--- config.mk ---
export PLATFORM = sky130hd
export DESIGN_NAME = rmii_rx_frame_ctrl
export DESIGN_NICKNAME = d
export VERILOG_FILES = /design/src/rtl/eth_rx_pkg.sv /design/src/rtl/eth_crc32_byte.sv /design/src/rtl/rmii_rx_frame_ctrl.sv
export SDC_FILE = /design/constraint.sdc
export NUM_CORES = 1
export LEC_CHECK = 0
export BUFFER_PORTS_ARGS = -buffer_cell sky130_fd_sc_hd__buf_2
export CAP_MARGIN = 15
export CORE_MARGIN = 1.5
export CORE_UTILIZATION = 44
export DETAILED_ROUTE_END_ITERATION = 10
export GPL_TIMING_DRIVEN = 0
export MAX_ROUTING_LAYER = met4
export PLACE_DENSITY_LB_ADDON = 0.25
export SYNTH_ARGS = -nofsm -noshare
export SYNTH_HDL_FRONTEND = slang
export SYNTH_SLANG_ARGS = --single-unit
--- constraint.sdc ---
create_clock -name clk -period 8.9 [get_ports clk]
set_input_delay 0.89 -clock clk [delete_from_list [all_inputs] [get_ports clk]]
set_output_delay 0.89 -clock clk [all_outputs]
set_load 0.005 [all_outputs]
--- src/rtl/eth_rx_pkg.sv ---
// Shared constants and FSM state type for the RMII receive frame controller.
package eth_rx_pkg;

  localparam logic [31:0] CRC32_POLY    = 32'h04C11DB7;
  localparam logic [31:0] CRC32_RESIDUE = 32'hDEBB20E3;
  localparam int          ETH_MIN_LEN   = 64;
  localparam logic [47:0] BCAST_MAC     = 48'hFFFF_FFFF_FFFF;

  typedef enum logic [2:0] {
    IDLE,
    HDR,
    DATA,
    DROP,
    CHECK
  } rx_state_t;

  function automatic logic [31:0] reflect32(input logic [31:0] v);
    logic [31:0] r;
    for (int i = 0; i < 32; i++) r[i] = v[31-i];
    return r;
  endfunction

  // Ethernet shifts LSB first, so the bytewise update uses the bit-reversed polynomial.
  localparam logic [31:0] CRC32_POLY_REFL = reflect32(CRC32_POLY);

endpackage

--- src/rtl/eth_crc32_byte.sv ---
// Combinational one-byte step of the reflected Ethernet CRC-32.
module eth_crc32_byte
  import eth_rx_pkg::*;
(
  input  logic [31:0] i_crc,
  input  logic [7:0]  i_byte,
  output logic [31:0] o_next_crc
);

  function automatic logic [31:0] crc_step(input logic [31:0] crc, input logic [7:0] b);
    logic [31:0] c;
    c = crc ^ {24'd0, b};
    for (int i = 0; i < 8; i++)
      c = c[0] ? ((c >> 1) ^ CRC32_POLY_REFL) : (c >> 1);
    return c;
  endfunction

  assign o_next_crc = crc_step(i_crc, i_byte);

endmodule

--- src/rtl/rmii_rx_frame_ctrl.sv ---
// Receive frame controller: DA filter, FCS check, ping-pong buffer writes and
// oldest-first handoff of completed frames to the host side.
module rmii_rx_frame_ctrl
  import eth_rx_pkg::*;
#(
  parameter int AW      = 11,
  parameter int MIN_LEN = ETH_MIN_LEN
) (
  input  logic          clk,
  input  logic          rst,
  input  logic [7:0]    rx_data,
  input  logic          rx_rdy,
  input  logic          rx_busy,
  input  logic [47:0]   my_mac,
  input  logic          promisc,
  output logic          buf_we,
  output logic [AW:0]   buf_addr,
  output logic [7:0]    buf_wdata,
  output logic          frm_valid,
  output logic          frm_bank,
  output logic [AW:0]   frm_len,
  input  logic          frm_ack,
  output logic [15:0]   cnt_crc_err,
  output logic [15:0]   cnt_ovf
);

  localparam logic [AW:0] LAST_OFFS = {1'b0, {AW{1'b1}}};
  localparam logic [AW:0] HDR_LAST  = (AW+1)'(5);
  localparam logic [AW:0] MIN_LEN_C = (AW+1)'(MIN_LEN);
  localparam logic [AW:0] FCS_LEN   = (AW+1)'(4);

  rx_state_t   r_state, w_state_nxt;
  logic        r_busy_d;
  logic [AW:0] r_offs;
  logic        r_bank;
  logic [31:0] r_crc;
  logic        r_da_my, r_da_bc;
  logic        r_we;
  logic [AW:0] r_addr;
  logic [7:0]  r_wdata;
  logic [1:0]  r_full;
  logic [1:0]  r_q_cnt;
  logic        r_q_bank0, r_q_bank1;
  logic [AW:0] r_q_len0, r_q_len1;
  logic [15:0] r_cnt_err, r_cnt_ovf;

  logic        w_rise, w_fall, w_wr, w_start, w_push, w_pop;
  logic        w_inc_err, w_inc_ovf;
  logic        w_my_ok, w_bc_ok, w_free_any, w_free_bank;
  logic [7:0]  w_mac_byte;
  logic [31:0] w_crc_next;
  logic [AW:0] w_new_len;
  logic [1:0]  w_set, w_clr;

  function automatic logic [15:0] sat_inc(input logic [15:0] v);
    return (v == 16'hFFFF) ? v : v + 16'd1;
  endfunction

  eth_crc32_byte u_crc (
    .i_crc      (r_crc),
    .i_byte     (rx_data),
    .o_next_crc (w_crc_next)
  );

  assign w_rise      = rx_busy & ~r_busy_d;
  assign w_fall      = ~rx_busy & r_busy_d;
  assign w_wr        = rx_rdy & ((r_state == HDR) | (r_state == DATA));
  assign w_free_any  = ~&r_full;
  assign w_free_bank = r_full[0];
  assign w_my_ok     = r_da_my & (rx_data == w_mac_byte);
  assign w_bc_ok     = r_da_bc & (rx_data == BCAST_MAC[7:0]);
  assign w_new_len   = r_offs - FCS_LEN;
  assign w_pop       = frm_ack & (r_q_cnt != 2'd0);
  assign w_set       = {w_push & r_bank, w_push & ~r_bank};
  assign w_clr       = {w_pop & r_q_bank0, w_pop & ~r_q_bank0};

  always_comb begin
    case (r_offs[2:0])
      3'd0:    w_mac_byte = my_mac[47:40];
      3'd1:    w_mac_byte = my_mac[39:32];
      3'd2:    w_mac_byte = my_mac[31:24];
      3'd3:    w_mac_byte = my_mac[23:16];
      3'd4:    w_mac_byte = my_mac[15:8];
      3'd5:    w_mac_byte = my_mac[7:0];
      default: w_mac_byte = 8'h00;
    endcase
  end

  always_ff @(posedge clk or posedge rst) begin
    if (rst) r_state <= IDLE;
    else     r_state <= w_state_nxt;
  end

  always_comb begin
    w_state_nxt = r_state;
    w_start     = 1'b0;
    w_inc_err   = 1'b0;
    w_inc_ovf   = 1'b0;
    w_push      = 1'b0;
    case (r_state)
      IDLE: begin
        if (w_rise) begin
          if (w_free_any) begin
            w_state_nxt = HDR;
            w_start     = 1'b1;
          end else begin
            w_state_nxt = DROP;
            w_inc_ovf   = 1'b1;
          end
        end
      end
      HDR: begin
        if (w_fall) begin
          w_state_nxt = IDLE;
          w_inc_err   = 1'b1;
        end else if (rx_rdy && r_offs == HDR_LAST) begin
          w_state_nxt = (promisc || w_my_ok || w_bc_ok) ? DATA : DROP;
        end
      end
      DATA: begin
        if (w_fall) begin
          w_state_nxt = CHECK;
        end else if (rx_rdy && r_offs == LAST_OFFS) begin
          w_state_nxt = DROP;
          w_inc_ovf   = 1'b1;
        end
      end
      CHECK: begin
        w_state_nxt = IDLE;
        if (r_offs < MIN_LEN_C || r_crc != CRC32_RESIDUE) w_inc_err = 1'b1;
        else                                               w_push    = 1'b1;
      end
      DROP: begin
        if (w_fall) w_state_nxt = IDLE;
      end
      default: w_state_nxt = IDLE;
    endcase
  end

  // Running FCS and DA match flags; seeded at frame start, so no reset needed.
  always_ff @(posedge clk) begin
    if (w_start) begin
      r_crc   <= '1;
      r_da_my <= 1'b1;
      r_da_bc <= 1'b1;
    end else if (w_wr) begin
      r_crc   <= w_crc_next;
      r_da_my <= w_my_ok;
      r_da_bc <= w_bc_ok;
    end
  end

  // Busy edge detect preset high so a frame already running at reset release is skipped.
  always_ff @(posedge clk or posedge rst) begin
    if (rst) begin
      r_busy_d <= 1'b1;
      r_we     <= 1'b0;
      r_addr   <= '0;
      r_wdata  <= '0;
      r_offs   <= '0;
      r_bank   <= 1'b0;
    end else begin
      r_busy_d <= rx_busy;
      r_we     <= w_wr;
      if (w_start) begin
        r_offs <= '0;
        r_bank <= w_free_bank;
      end else if (w_wr) begin
        r_offs  <= r_offs + 1'b1;
        r_addr  <= {r_bank, r_offs[AW-1:0]};
        r_wdata <= rx_data;
      end
    end
  end

  // Two-entry order FIFO; a push and pop in the same cycle keep the oldest frame at the head.
  always_ff @(posedge clk or posedge rst) begin
    if (rst) begin
      r_full    <= '0;
      r_q_cnt   <= '0;
      r_q_bank0 <= 1'b0;
      r_q_bank1 <= 1'b0;
      r_q_len0  <= '0;
      r_q_len1  <= '0;
    end else begin
      r_full <= (r_full & ~w_clr) | w_set;
      case ({w_push, w_pop})
        2'b10: begin
          if (r_q_cnt == 2'd0) begin
            r_q_bank0 <= r_bank;
            r_q_len0  <= w_new_len;
          end else begin
            r_q_bank1 <= r_bank;
            r_q_len1  <= w_new_len;
          end
          r_q_cnt <= r_q_cnt + 2'd1;
        end
        2'b01: begin
          r_q_bank0 <= r_q_bank1;
          r_q_len0  <= r_q_len1;
          r_q_cnt   <= r_q_cnt - 2'd1;
        end
        2'b11: begin
          if (r_q_cnt == 2'd1) begin
            r_q_bank0 <= r_bank;
            r_q_len0  <= w_new_len;
          end else begin
            r_q_bank0 <= r_q_bank1;
            r_q_len0  <= r_q_len1;
            r_q_bank1 <= r_bank;
            r_q_len1  <= w_new_len;
          end
        end
        default: ;
      endcase
    end
  end

  always_ff @(posedge clk or posedge rst) begin
    if (rst) begin
      r_cnt_err <= '0;
      r_cnt_ovf <= '0;
    end else begin
      if (w_inc_err) r_cnt_err <= sat_inc(r_cnt_err);
      if (w_inc_ovf) r_cnt_ovf <= sat_inc(r_cnt_ovf);
    end
  end

  assign buf_we      = r_we;
  assign buf_addr    = r_addr;
  assign buf_wdata   = r_wdata;
  assign frm_valid   = (r_q_cnt != 2'd0);
  assign frm_bank    = r_q_bank0;
  assign frm_len     = r_q_len0;
  assign cnt_crc_err = r_cnt_err;
  assign cnt_ovf     = r_cnt_ovf;

endmodule
==> results of run 1 <==
[flip-flops by register name (all words and copies together) (netlist names), 3 cells and up]
register and count:
cnt_ovf 16, r_q_len1 12, buf_wdata 8, buf_addr 12, frm_len 12, r_offs 12, cnt_crc_err 16, r_crc 32
r_state 3
[final timing paths]
kind | from | endpoint | cells past startpoint
setup / recovery | r_crc[20]$_SDFFE_PP1P_ | frm_len[3]$_DFFE_PP0P_ | 12
hold / removal | buf_addr[11]$_DFFE_PP0P_ | buf_addr[11]$_DFFE_PP0P_ | 2
setup reg to reg | r_crc[20]$_SDFFE_PP1P_ | frm_len[3]$_DFFE_PP0P_ | 12
hold reg to reg | buf_addr[11]$_DFFE_PP0P_ | buf_addr[11]$_DFFE_PP0P_ | 2
max in group asynchronous | rst | cnt_ovf[5]$_DFFE_PP0P_ | 3
min in group asynchronous | rst | cnt_crc_err[4]$_DFFE_PP0P_ | 2
[cells in the final DEF, fill, tap and decap left out, types with 6 or more instances in the layout]
cell type  Yosys  layout
mux2_1         6       6
clkinv_2       0       7
nand2b_1       6       6
nor3_1        37      37
xnor2_1       53      53
dfrtp_1       99      99
nor2_1        61      61
ha_1          15      15
inv_1         21      20
xor2_1        49      49
nand3_1       17      17
clkbuf_16      0      17
a22oi_1       15      15
nor4_1         9       9
dfxtp_1       34      34
a21oi_1       59      59
o21ai_0       27      27
nand4_1        8       8
mux2_2         8       8
or3_1          6       6
buf_2          4     132
clkbuf_1      21      25
nand2_1       89      89
[per-stage QoR]
stage	power (mW)	setup WS, ps	utilization [%]
after floorplan	2.016	5393	-
after global routing	3.292	5370	54.69
after global placement	2.365	4077	50.89
after detailed placement	2.385	5646	51.08
final	3.088	5624	54.69
after CTS	3.094	5641	54.67
[where the power goes]
part | switching (mW) | total, mW | leakage (nW) | internal (mW)
sequential | 0.144 | 0.901 | 1.61 | 0.757
clock | 0.254 | 0.690 | 0.284 | 0.436
combinational | 0.841 | 1.50 | 2.25 | 0.656
[final cells by class]
| type | instances | area, um^2 |
|---|---|---|
| timing repair buffer | 129 | 668.1 |
| fill | 1488 | 7224 |
| buffer | 34 | 148.9 |
| multi-input combinational | 570 | 3790 |
| sequential | 134 | 3184 |
| clock inverter | 11 | 132.6 |
| tap | 216 | 270.3 |
| antenna | 1 | 2.502 |
| inverter | 21 | 81.33 |
| clock buffer | 21 | 440.4 |
[metal layers]
metal	global-route usage [%]	wire, um	vias to the layer above
met4	8.339	367	0
met2	36.44	8345	187
met5	-	0	-
met3	3.339	880	28
met1	32.37	8999	2947
li1	-	-	2956
[worst max-delay path, delay by kind of cell (launching register included)]
family,cells,cell delay [ps]
DFF,1,370
and+or+nand+nor,5,1470
buffers and inverters,3,490
adders and majority gates,1,210
muxes,1,330
AOI/OAI and AO/OA,2,290
[cells in the mapped netlist, types with 8 or more instances]
master,instances,area (um^2)
nor3_1,37,185.2
nor4_1,9,56.30
dfxtp_1,34,680.7
a22oi_1,15,112.6
xor2_1,49,429.2
inv_1,21,78.83
ha_1,15,187.7
nand2_1,89,334.1
nand3_1,17,85.08
mux2_2,8,90.09
xnor2_1,53,464.2
nor2_1,61,229.0
nand4_1,8,50.05
dfrtp_1,99,2477
o21ai_0,27,135.1
clkbuf_1,21,78.83
a21oi_1,59,295.3
[cells by family after synthesis]
kind of cell | count (synthesis)
multiplexers | 16
buffers and inverters | 55
XOR/XNOR | 113
AO/OA/AOI/OAI | 154
AND/OR/NAND/NOR | 272
flip-flops | 134
adder cells (fa/ha/maj) | 15
==> impl_metrics.env, run 1 <==
export IMPL_status="complete, no violations"
export IMPL_grt_use_total_pct=23.78
export IMPL_dieArea_um2=17140
export IMPL_cts_setup_buffers=0
export IMPL_die_y_um=130.9
export IMPL_areaGrowthSynthToFinish_pct=21.06
export IMPL_path_cells="or4bb_1 > nor4_1 > and4b_1 > buf_4 > inv_1 > ha_1 > a21oi_1 > nor2_1 > clkbuf_1 > nand2_1 > o21ai_0 > mux2_1"
export IMPL_gp_congestion=0.9027
export IMPL_synth_cell_types=73
export IMPL_io_buffers=128
export IMPL_grt_pass1_vias=5869
export IMPL_dp_cells=1104
export IMPL_worstSetupPathType="flop to flop"
export IMPL_worst_path_max_fanout=10
export IMPL_syn_inst=759
export IMPL_synthArstFlopShare_pct=74.63
export IMPL_end_kind="flop"
export IMPL_postPlaceCellArea_um2=8143
export IMPL_fin_tns_setup_ps=0
export IMPL_stdcell_count=1137
export IMPL_crit_slowest_cell="or4bb_1"
export IMPL_synth_compound_area_share_pct=13.76
export IMPL_core_area_um2=15940
export IMPL_clk_pin_slew_worst_paths_ps=60
export IMPL_cts_max_level=4
export IMPL_cts_hold_buffers=0
export IMPL_cts_resized=0
export IMPL_drt_iter0_markers=375
export IMPL_hold_class="flop to flop"
export IMPL_holdWs_ps=474.1
export IMPL_slew_viol_final=0
export IMPL_tightest_slew_ps=774.3
export IMPL_power_density_nw_per_um2=354.2
export IMPL_final_layout_size_suffix_gt1_share_pct=21.09
export IMPL_start_util_pct=45.17
export IMPL_setup_viol=0
export IMPL_crit_required_ps=9200
export IMPL_fin_skew_ps=6.873
export IMPL_synth_seq_area_share_pct=44.21
export IMPL_cts_root_buffer="clkbuf_16"
export IMPL_ys_flop_type="dfrtp_1"
export IMPL_reg2reg_setup_slack_ps=5620
export IMPL_clock_fmax_mhz=305.3
export IMPL_rsz0062_at_grt="false"
export IMPL_arrival_ps=3580
export IMPL_synth_top_family_by_area="simple AND/OR/NAND/NOR gates"
export IMPL_drtPass1Iterations=5
export IMPL_ant_nets=0
export IMPL_hold_viol=0
export IMPL_drc_errors=0
export IMPL_synthXorXnorAreaFrac_pct=15.13
export IMPL_num_io_pins=129
export IMPL_synthesis_nets=836
export IMPL_antenna_found_initial=1
export IMPL_period_share_pct=36.81
export IMPL_grt_pass1_wl_um=30320
export IMPL_finalWorstPathRequiredPeriod_ps=3276
export IMPL_clk_insertion_delay_late_ps=420
export IMPL_critPathMaxStageDelay_ps=510
export IMPL_core_rowCount=46
export IMPL_hpwl_um=13720
export IMPL_via_count=6118
export IMPL_synthAdderAreaFrac_pct=2.606
export IMPL_crit_path_start_kind="flop"
export IMPL_synthesis_area_um2=7202
export IMPL_final_design_area_no_fill_um2=8718
export IMPL_synth_avg_cell_area_um2=9.489
export IMPL_relSlewSlack_pct=48.38
export IMPL_cap_violations=0
export IMPL_nNetsFinal=984
export IMPL_synth_edf_count=0
export IMPL_yosys_area_share_simple_pct=18.66
export IMPL_grt_max_degree=58
export IMPL_cts_sinks=134
export IMPL_die_w_um=130.9
export IMPL_wl_um=18590
export IMPL_synth_mux_area_share_pct=2.467
export IMPL_wl_per_cell_um=16.35
export IMPL_irDropWorstVdd_v=0.0001976
export IMPL_cts_tree="done"
export IMPL_cts_made_buffers=17
export IMPL_cts_buffer_depth=2
export IMPL_p_leak_nw=4.143
export IMPL_grt_ovfl_total=0
export IMPL_ys_ff_latch=134
export IMPL_viasPerCell=5.381
export IMPL_ys_warn_count=0
Note: power is estimated with default switching activity, not from simulation.
==> inputs of run 2 (changes only) <==
- clock period: 8.9 -> 3.25 ns (I/O delays scaled with it)
==> run 2 against run 1 <==
  * Sequential power rose to 2.7 times the previous value
  * Clock-buffer cell count unchanged
  * Critical path depth is the same
  * Fmax rose by 7.3%
  * Register-to-register slack got worse by 5400 ps
  * Die area unchanged
  * Global-route usage did not move
  * Largest cell class unchanged
  * Highest routed layer unchanged
==> impl_metrics.env, run 2 (synthesized netlist as in run 1, its figures left out) <==
export IMPL_status="complete, no violations"
export IMPL_crit_slowest_cell="or4bb_1"
export IMPL_cts_buffer_depth=2
export IMPL_postPlaceCellArea_um2=8143
export IMPL_min_from="rx_busy"
export IMPL_period_share_pct=93.98
export IMPL_fin_skew_ps=6.942
export IMPL_layout_common_cells="buf_2 (133), dfrtp_1 (99), nand2_1 (89)"
export IMPL_grt_pass1_wl_um=30320
export IMPL_path_delay_family="simple AND/OR/NAND/NOR gates"
export IMPL_crit_required_ps=3550
export IMPL_arrival_ps=3360
export IMPL_gr_usage_met3_pct=3.339
export IMPL_swShare_pct=40.15
export IMPL_cts_sinks=134
export IMPL_cap_violations=0
export IMPL_cp_num_buf_inv=3
export IMPL_grtUsageMet2_pct=36.44
export IMPL_holdWs_ps=54.35
export IMPL_nNetsFinal=985
export IMPL_cts_root_buffer="clkbuf_16"
export IMPL_grt_ovfl_total=0
export IMPL_fillers=1486
export IMPL_grt_max_degree=58
export IMPL_top_register="r_crc"
export IMPL_io_buffers=128
export IMPL_top_usage_layer="met2"
export IMPL_antenna_found_initial=1
export IMPL_r2r_start="r_crc[0]$_SDFFE_PP1P_"
export IMPL_critPathMaxStageDelay_ps=560
export IMPL_drtPass1Iterations=5
export IMPL_irDropWorstVdd_v=0.0005423
export IMPL_tightest_slew_ps=779.1
export IMPL_final_layout_size_suffix_gt1_share_pct=21.50
export IMPL_clk_insertion_delay_late_ps=420
export IMPL_gp_congestion=0.9027
export IMPL_cts_made_buffers=17
export IMPL_viasPerCell=5.350
export IMPL_ant_nets=0
export IMPL_wl_per_cell_um=16.45
export IMPL_final_common_cell="buf_2"
export IMPL_hold_viol=0
export IMPL_via_count=6088
export IMPL_rsz0062_at_grt="false"
export IMPL_p_int_mw=5.068
export IMPL_end_kind="flop"
export IMPL_clock_fmax_mhz=327.4
export IMPL_areaGrowthSynthToFinish_pct=21.37
export IMPL_largest_reg_flops=32
export IMPL_power_density_nw_per_um2=968.8
export IMPL_start_util_pct=45.17
export IMPL_seqPwrFrac_pct=29.2
export IMPL_finalWorstPathRequiredPeriod_ps=3054
export IMPL_core_area_um2=15940
export IMPL_drc_errors=0
export IMPL_fin_tns_setup_ps=0
export IMPL_p_leak_nw=4.151
export IMPL_slew_viol_final=0
export IMPL_relSlewSlack_pct=47.68
export IMPL_r2r_cells=12
export IMPL_r2r_end="frm_len[3]$_DFFE_PP0P_"
export IMPL_power_share_combinational_pct=48.5
export IMPL_grt_pass1_vias=5869
export IMPL_drt_iter0_markers=371
export IMPL_die_w_um=130.9
export IMPL_grt_use_total_pct=23.78
export IMPL_use_met1_pct=32.37
export IMPL_wl_um=18720
export IMPL_endpoint="frm_len[3]$_DFFE_PP0P_"
export IMPL_cts_max_level=4
export IMPL_num_io_pins=129
export IMPL_dp_cells=1104
export IMPL_core_rowCount=46
export IMPL_crit_path_start_kind="flop"
export IMPL_worstSetupStartpoint="r_crc[0]$_SDFFE_PP1P_"
export IMPL_hpwl_um=13720
export IMPL_stdcell_count=1138
export IMPL_reg2reg_setup_slack_ps=200
export IMPL_hold_class="input pin to flop"
export IMPL_setup_viol=0
export IMPL_cts_tree="done"
export IMPL_switchingPower_mw=3.400
export IMPL_worstSetupPathType="flop to flop"
export IMPL_worst_path_max_fanout=10
export IMPL_path_cells="or4bb_1 > nor4_2 > and4b_1 > buf_4 > inv_1 > ha_1 > a21oi_1 > nor2_1 > buf_2 > nand2_1 > o21ai_0 > mux2_1"
export IMPL_die_y_um=130.9
export IMPL_final_design_area_no_fill_um2=8741
export IMPL_cp_depth=12
export IMPL_dieArea_um2=17140
export IMPL_clockPowerShare_pct=22.3
export IMPL_clk_pin_slew_worst_paths_ps=60
==> run 2: final cells by class <==
cell class / instances / area [um^2] / share of cell area [%]
Multi-Input combinational cell: 570 / 3800 / 43.47
Sequential cell: 134 / 3186 / 36.44
Timing Repair Buffer: 130 / 678.2 / 7.758
Clock buffer: 21 / 440.4 / 5.039
Tap cell: 216 / 270.3 / 3.092
Buffer: 34 / 150.1 / 1.718
Clock inverter: 11 / 132.6 / 1.517
Inverter: 21 / 81.33 / 0.9304
Antenna cell: 1 / 2.502 / 0.02863
==> run 2: power groups by stage <==
| stage | Clock [mW] | Combinational, mW | Sequential (mW) |
|---|---|---|---|
| finish | 1.89 | 4.11 | 2.47 |
| global route | 1.99 | 4.53 | 2.52 |
| CTS | 1.93 | 4.09 | 2.46 |
| detailed placement | 0 | 4.05 | 2.48 |
| global placement | 0 | 4.00 | 2.48 |
| floorplan | 0 | 3.14 | 2.38 |
==> run 2: metal layers <==
layer  wire (um)  vias up
met5           0        -
met4         365        0
met3         854       28
met2        8397      185
met1        9103     2912
li1            -     2963
==> run 2: worst min-delay path by stage <==
stage	end	slack, ps	cells past startpoint
floorplan	r_busy_d$_DFF_PP1_	330	0
global placement	buf_addr[11]$_DFFE_PP0P_	450	2
CTS	r_busy_d$_DFF_PP1_	30	1
finish	r_busy_d$_DFF_PP1_	50	1
detailed placement	cnt_crc_err[4]$_DFFE_PP0P_	440	2
global route	r_busy_d$_DFF_PP1_	50	1
==> run 2: worst register-to-register path, cell delays in order (launching register included) <==
cell and delay, ps:
dfxtp_2 380, or4bb_1 560, nor4_2 320, and4b_1 280, buf_4 170, inv_1 60, ha_1 210, a21oi_1 170
nor2_1 80, buf_2 200, nand2_1 90, o21ai_0 110, mux2_1 310
==> run 2: stage by stage <==
step / total power, mW / util (%) / worst slack [ps]
2_1_floorplan: 5.521 / - / 307.9
3_3_place_gp: 6.476 / 50.89 / -1008
3_5_place_dp: 6.532 / 51.08 / -3.771
4_1_cts: 8.473 / 54.76 / 8.669
5_1_grt: 9.030 / 54.83 / 10.73
6_report: 8.468 / 54.83 / 195.7
==> run 2: what timing repair did <==
action                                  in CTS  in global routing
resized for setup                            1                  6
endpoints found under the hold margin       23                  0
endpoints found under the setup margin       1                 11
pin swaps                                    0                  0
hold buffers                                 1                  0
setup buffers                                0                  0
==> inputs of run 3 (changes only) <==
- CELL_PAD_IN_SITES_DETAIL_PLACEMENT: default -> 1
- CELL_PAD_IN_SITES_GLOBAL_PLACEMENT: default -> 1
- CORE_UTILIZATION: 44 -> 43
==> run 3 against run 2 <==
  * Core utilization fell by 1.4 points
  * Register-to-register slack barely moved
  * Design area rose by 0.60%
  * Clock skew rose by 2.4 ps
  * First-iteration DRC count fell by 18%
  * Hold slack got worse by 13 ps
  * Routed wire length rose by 12%
  * Total power rose by 3.0%
  * Fmax fell by 0.15%
  * Clock power rose by 8%
  * Critical path depth fell by 1
  * Combinational power rose by 3%
==> impl_metrics.env, run 3 (synthesized netlist as in run 1, its figures left out) <==
export IMPL_status="complete, no violations"
export IMPL_final_common_cell="buf_2"
export IMPL_core_area_um2=16470
export IMPL_rsz0062_at_grt="false"
export IMPL_final_util_pct=53.40
export IMPL_cts_root_buffer="clkbuf_16"
export IMPL_holdWs_ps=41.82
export IMPL_setup_viol=0
export IMPL_fin_skew_ps=9.301
export IMPL_wl_met2_um=10260
export IMPL_end_kind="flop"
export IMPL_fillers=1962
export IMPL_clk_insertion_delay_late_ps=430
export IMPL_ant_nets=0
export IMPL_fin_tns_setup_ps=0
export IMPL_clock_fmax_mhz=326.9
export IMPL_wl_um=21060
export IMPL_areaGrowthSynthToFinish_pct=22.10
export IMPL_largest_reg_flops=32
export IMPL_p_leak_nw=4.164
export IMPL_layout_common_cells="buf_2 (132), dfrtp_1 (99), nand2_1 (89)"
export IMPL_finalWorstPathRequiredPeriod_ps=3059
export IMPL_dr_wl_met3_um=928
export IMPL_multi_input_area_um2=3811
export IMPL_start_util_pct=43.74
export IMPL_via_count=6284
export IMPL_grt_pass1_vias=6693
export IMPL_relSlewSlack_pct=46.43
export IMPL_wl_met1_um=9471
export IMPL_io_buffers=128
export IMPL_cts_hold_buffers=0
export IMPL_crit_required_ps=3560
export IMPL_post_place_ws_ps=-67.25
export IMPL_drtPass1Iterations=6
export IMPL_hold_viol=0
export IMPL_hold_class="input pin to flop"
export IMPL_tightest_slew_ps=801.9
export IMPL_cts_max_level=4
export IMPL_switchingPower_mw=3.557
export IMPL_p_int_mw=5.168
export IMPL_grt_max_degree=61
export IMPL_cts_tree="done"
export IMPL_worst_path_max_fanout=11
export IMPL_viasPerCell=5.512
export IMPL_power_density_nw_per_um2=992.2
export IMPL_final_layout_size_suffix_gt1_share_pct=22.09
export IMPL_seqPwrFrac_pct=28.3
export IMPL_seq_area_um2=3184
export IMPL_drc_errors=0
export IMPL_clockPowerShare_pct=23.3
export IMPL_worstSetupPathType="flop to flop"
export IMPL_core_rowCount=47
export IMPL_drt_iter0_markers=306
export IMPL_cap_violations=0
export IMPL_cts_made_buffers=17
export IMPL_reg2reg_setup_slack_ps=190
export IMPL_nNetsFinal=983
export IMPL_wl_per_cell_um=18.47
export IMPL_antenna_found_initial=1
export IMPL_gp_congestion=0.8496
export IMPL_arrival_ps=3370
export IMPL_dieArea_um2=17530
export IMPL_die_y_um=132.4
export IMPL_cts_buffer_depth=2
export IMPL_irDropWorstVdd_v=0.0004768
export IMPL_swShare_pct=40.77
export IMPL_cts_sinks=134
export IMPL_clk_pin_slew_worst_paths_ps=60
export IMPL_grt_pass1_wl_um=35020
export IMPL_die_w_um=132.4
export IMPL_crit_path_start_kind="flop"
export IMPL_grt_ovfl_total=0
export IMPL_period_share_pct=94.12
export IMPL_power_share_combinational_pct=48.3
export IMPL_slew_viol_final=0
export IMPL_setup_slack_ps=191.2
export IMPL_top_register="r_crc"
export IMPL_top_layer="met4"
export IMPL_hpwl_um=15430
export IMPL_num_io_pins=129
export IMPL_grt_use_total_pct=25.99
## run 3: cell types whose count changed in the layout (fill, tap and decap cells not counted), sizes merged
cell / previous run / this run
buf: 142 / 140
clkinvlp: 1 / 3
bufinv: 3 / 4
clkbuf: 42 / 41
clkinv: 7 / 6
dlygate4sd3: 1 / 0
## run 3: final cells by class
class | instances | share of cell area (%)
Antenna cell | 1 | 0.02846
Buffer | 33 | 1.679
Clock buffer | 19 | 5.037
Clock inverter | 13 | 2.049
Inverter | 21 | 0.9249
Multi-Input combinational cell | 570 | 43.34
Sequential cell | 134 | 36.21
Tap cell | 220 | 3.130
Timing Repair Buffer | 129 | 7.598
## run 3: metal layers
metal,vias to the layer above,GRT usage (%)
met5,-,-
met2,186,43.16
met3,29,4.100
met4,0,7.570
met1,3112,32.98
li1,2957,-
## run 3: worst paths after layout
kind                                    startpoint                         end  depth (start not counted)
hold reg to reg            buf_addr[2]$_DFFE_PP0P_     buf_addr[2]$_DFFE_PP0P_                          2
min in group asynchronous                      rst  cnt_crc_err[0]$_DFFE_PP0P_                          2
max in group asynchronous                      rst    buf_addr[11]$_DFFE_PP0P_                          3
setup reg to reg             r_crc[0]$_SDFFE_PP1P_      frm_len[2]$_DFFE_PP0P_                         11
setup / recovery             r_crc[0]$_SDFFE_PP1P_      frm_len[2]$_DFFE_PP0P_                         11
hold / removal                             rx_busy          r_busy_d$_DFF_PP1_                          1
## run 3: timing repair
item                                    in CTS  in global routing
buffers inserted                             0                  0
endpoints found under the hold margin        0                  0
resized for setup                            2                  6
endpoints found under the setup margin       4                 14
## run 3: stage by stage
| step | instance area [um^2] | std cells | power [mW] |
|---|---|---|---|
| floorplan | 7202 | 759 | 5.521 |
| global placement | 8118 | 1107 | 6.525 |
| detailed placement | 8148 | 1108 | 6.655 |
| CTS | 8773 | 1139 | 8.760 |
| global route | 8793 | 1140 | 9.273 |
| finish | 8793 | 1140 | 8.725 |
## run 3: power groups by stage
stage	clock (mW)	sequential, mW	combinational, mW
6_report	2.04	2.47	4.22
5_1_grt	2.13	2.52	4.62
4_1_cts	2.07	2.47	4.22
3_5_place_dp	0	2.49	4.16
3_3_place_gp	0	2.48	4.04
2_1_floorplan	0	2.38	3.14
## run 3: critical path, cell delays in order, from the launching register on
cell and delay [ps]:
dfxtp_1 440, or4bb_1 580, nor4_2 340, and4b_1 300, buf_4 180, inv_1 60
ha_1 220, a21oi_2 190, nor2_4 110, nand2_1 100, o21ai_0 100, mux2_1 310
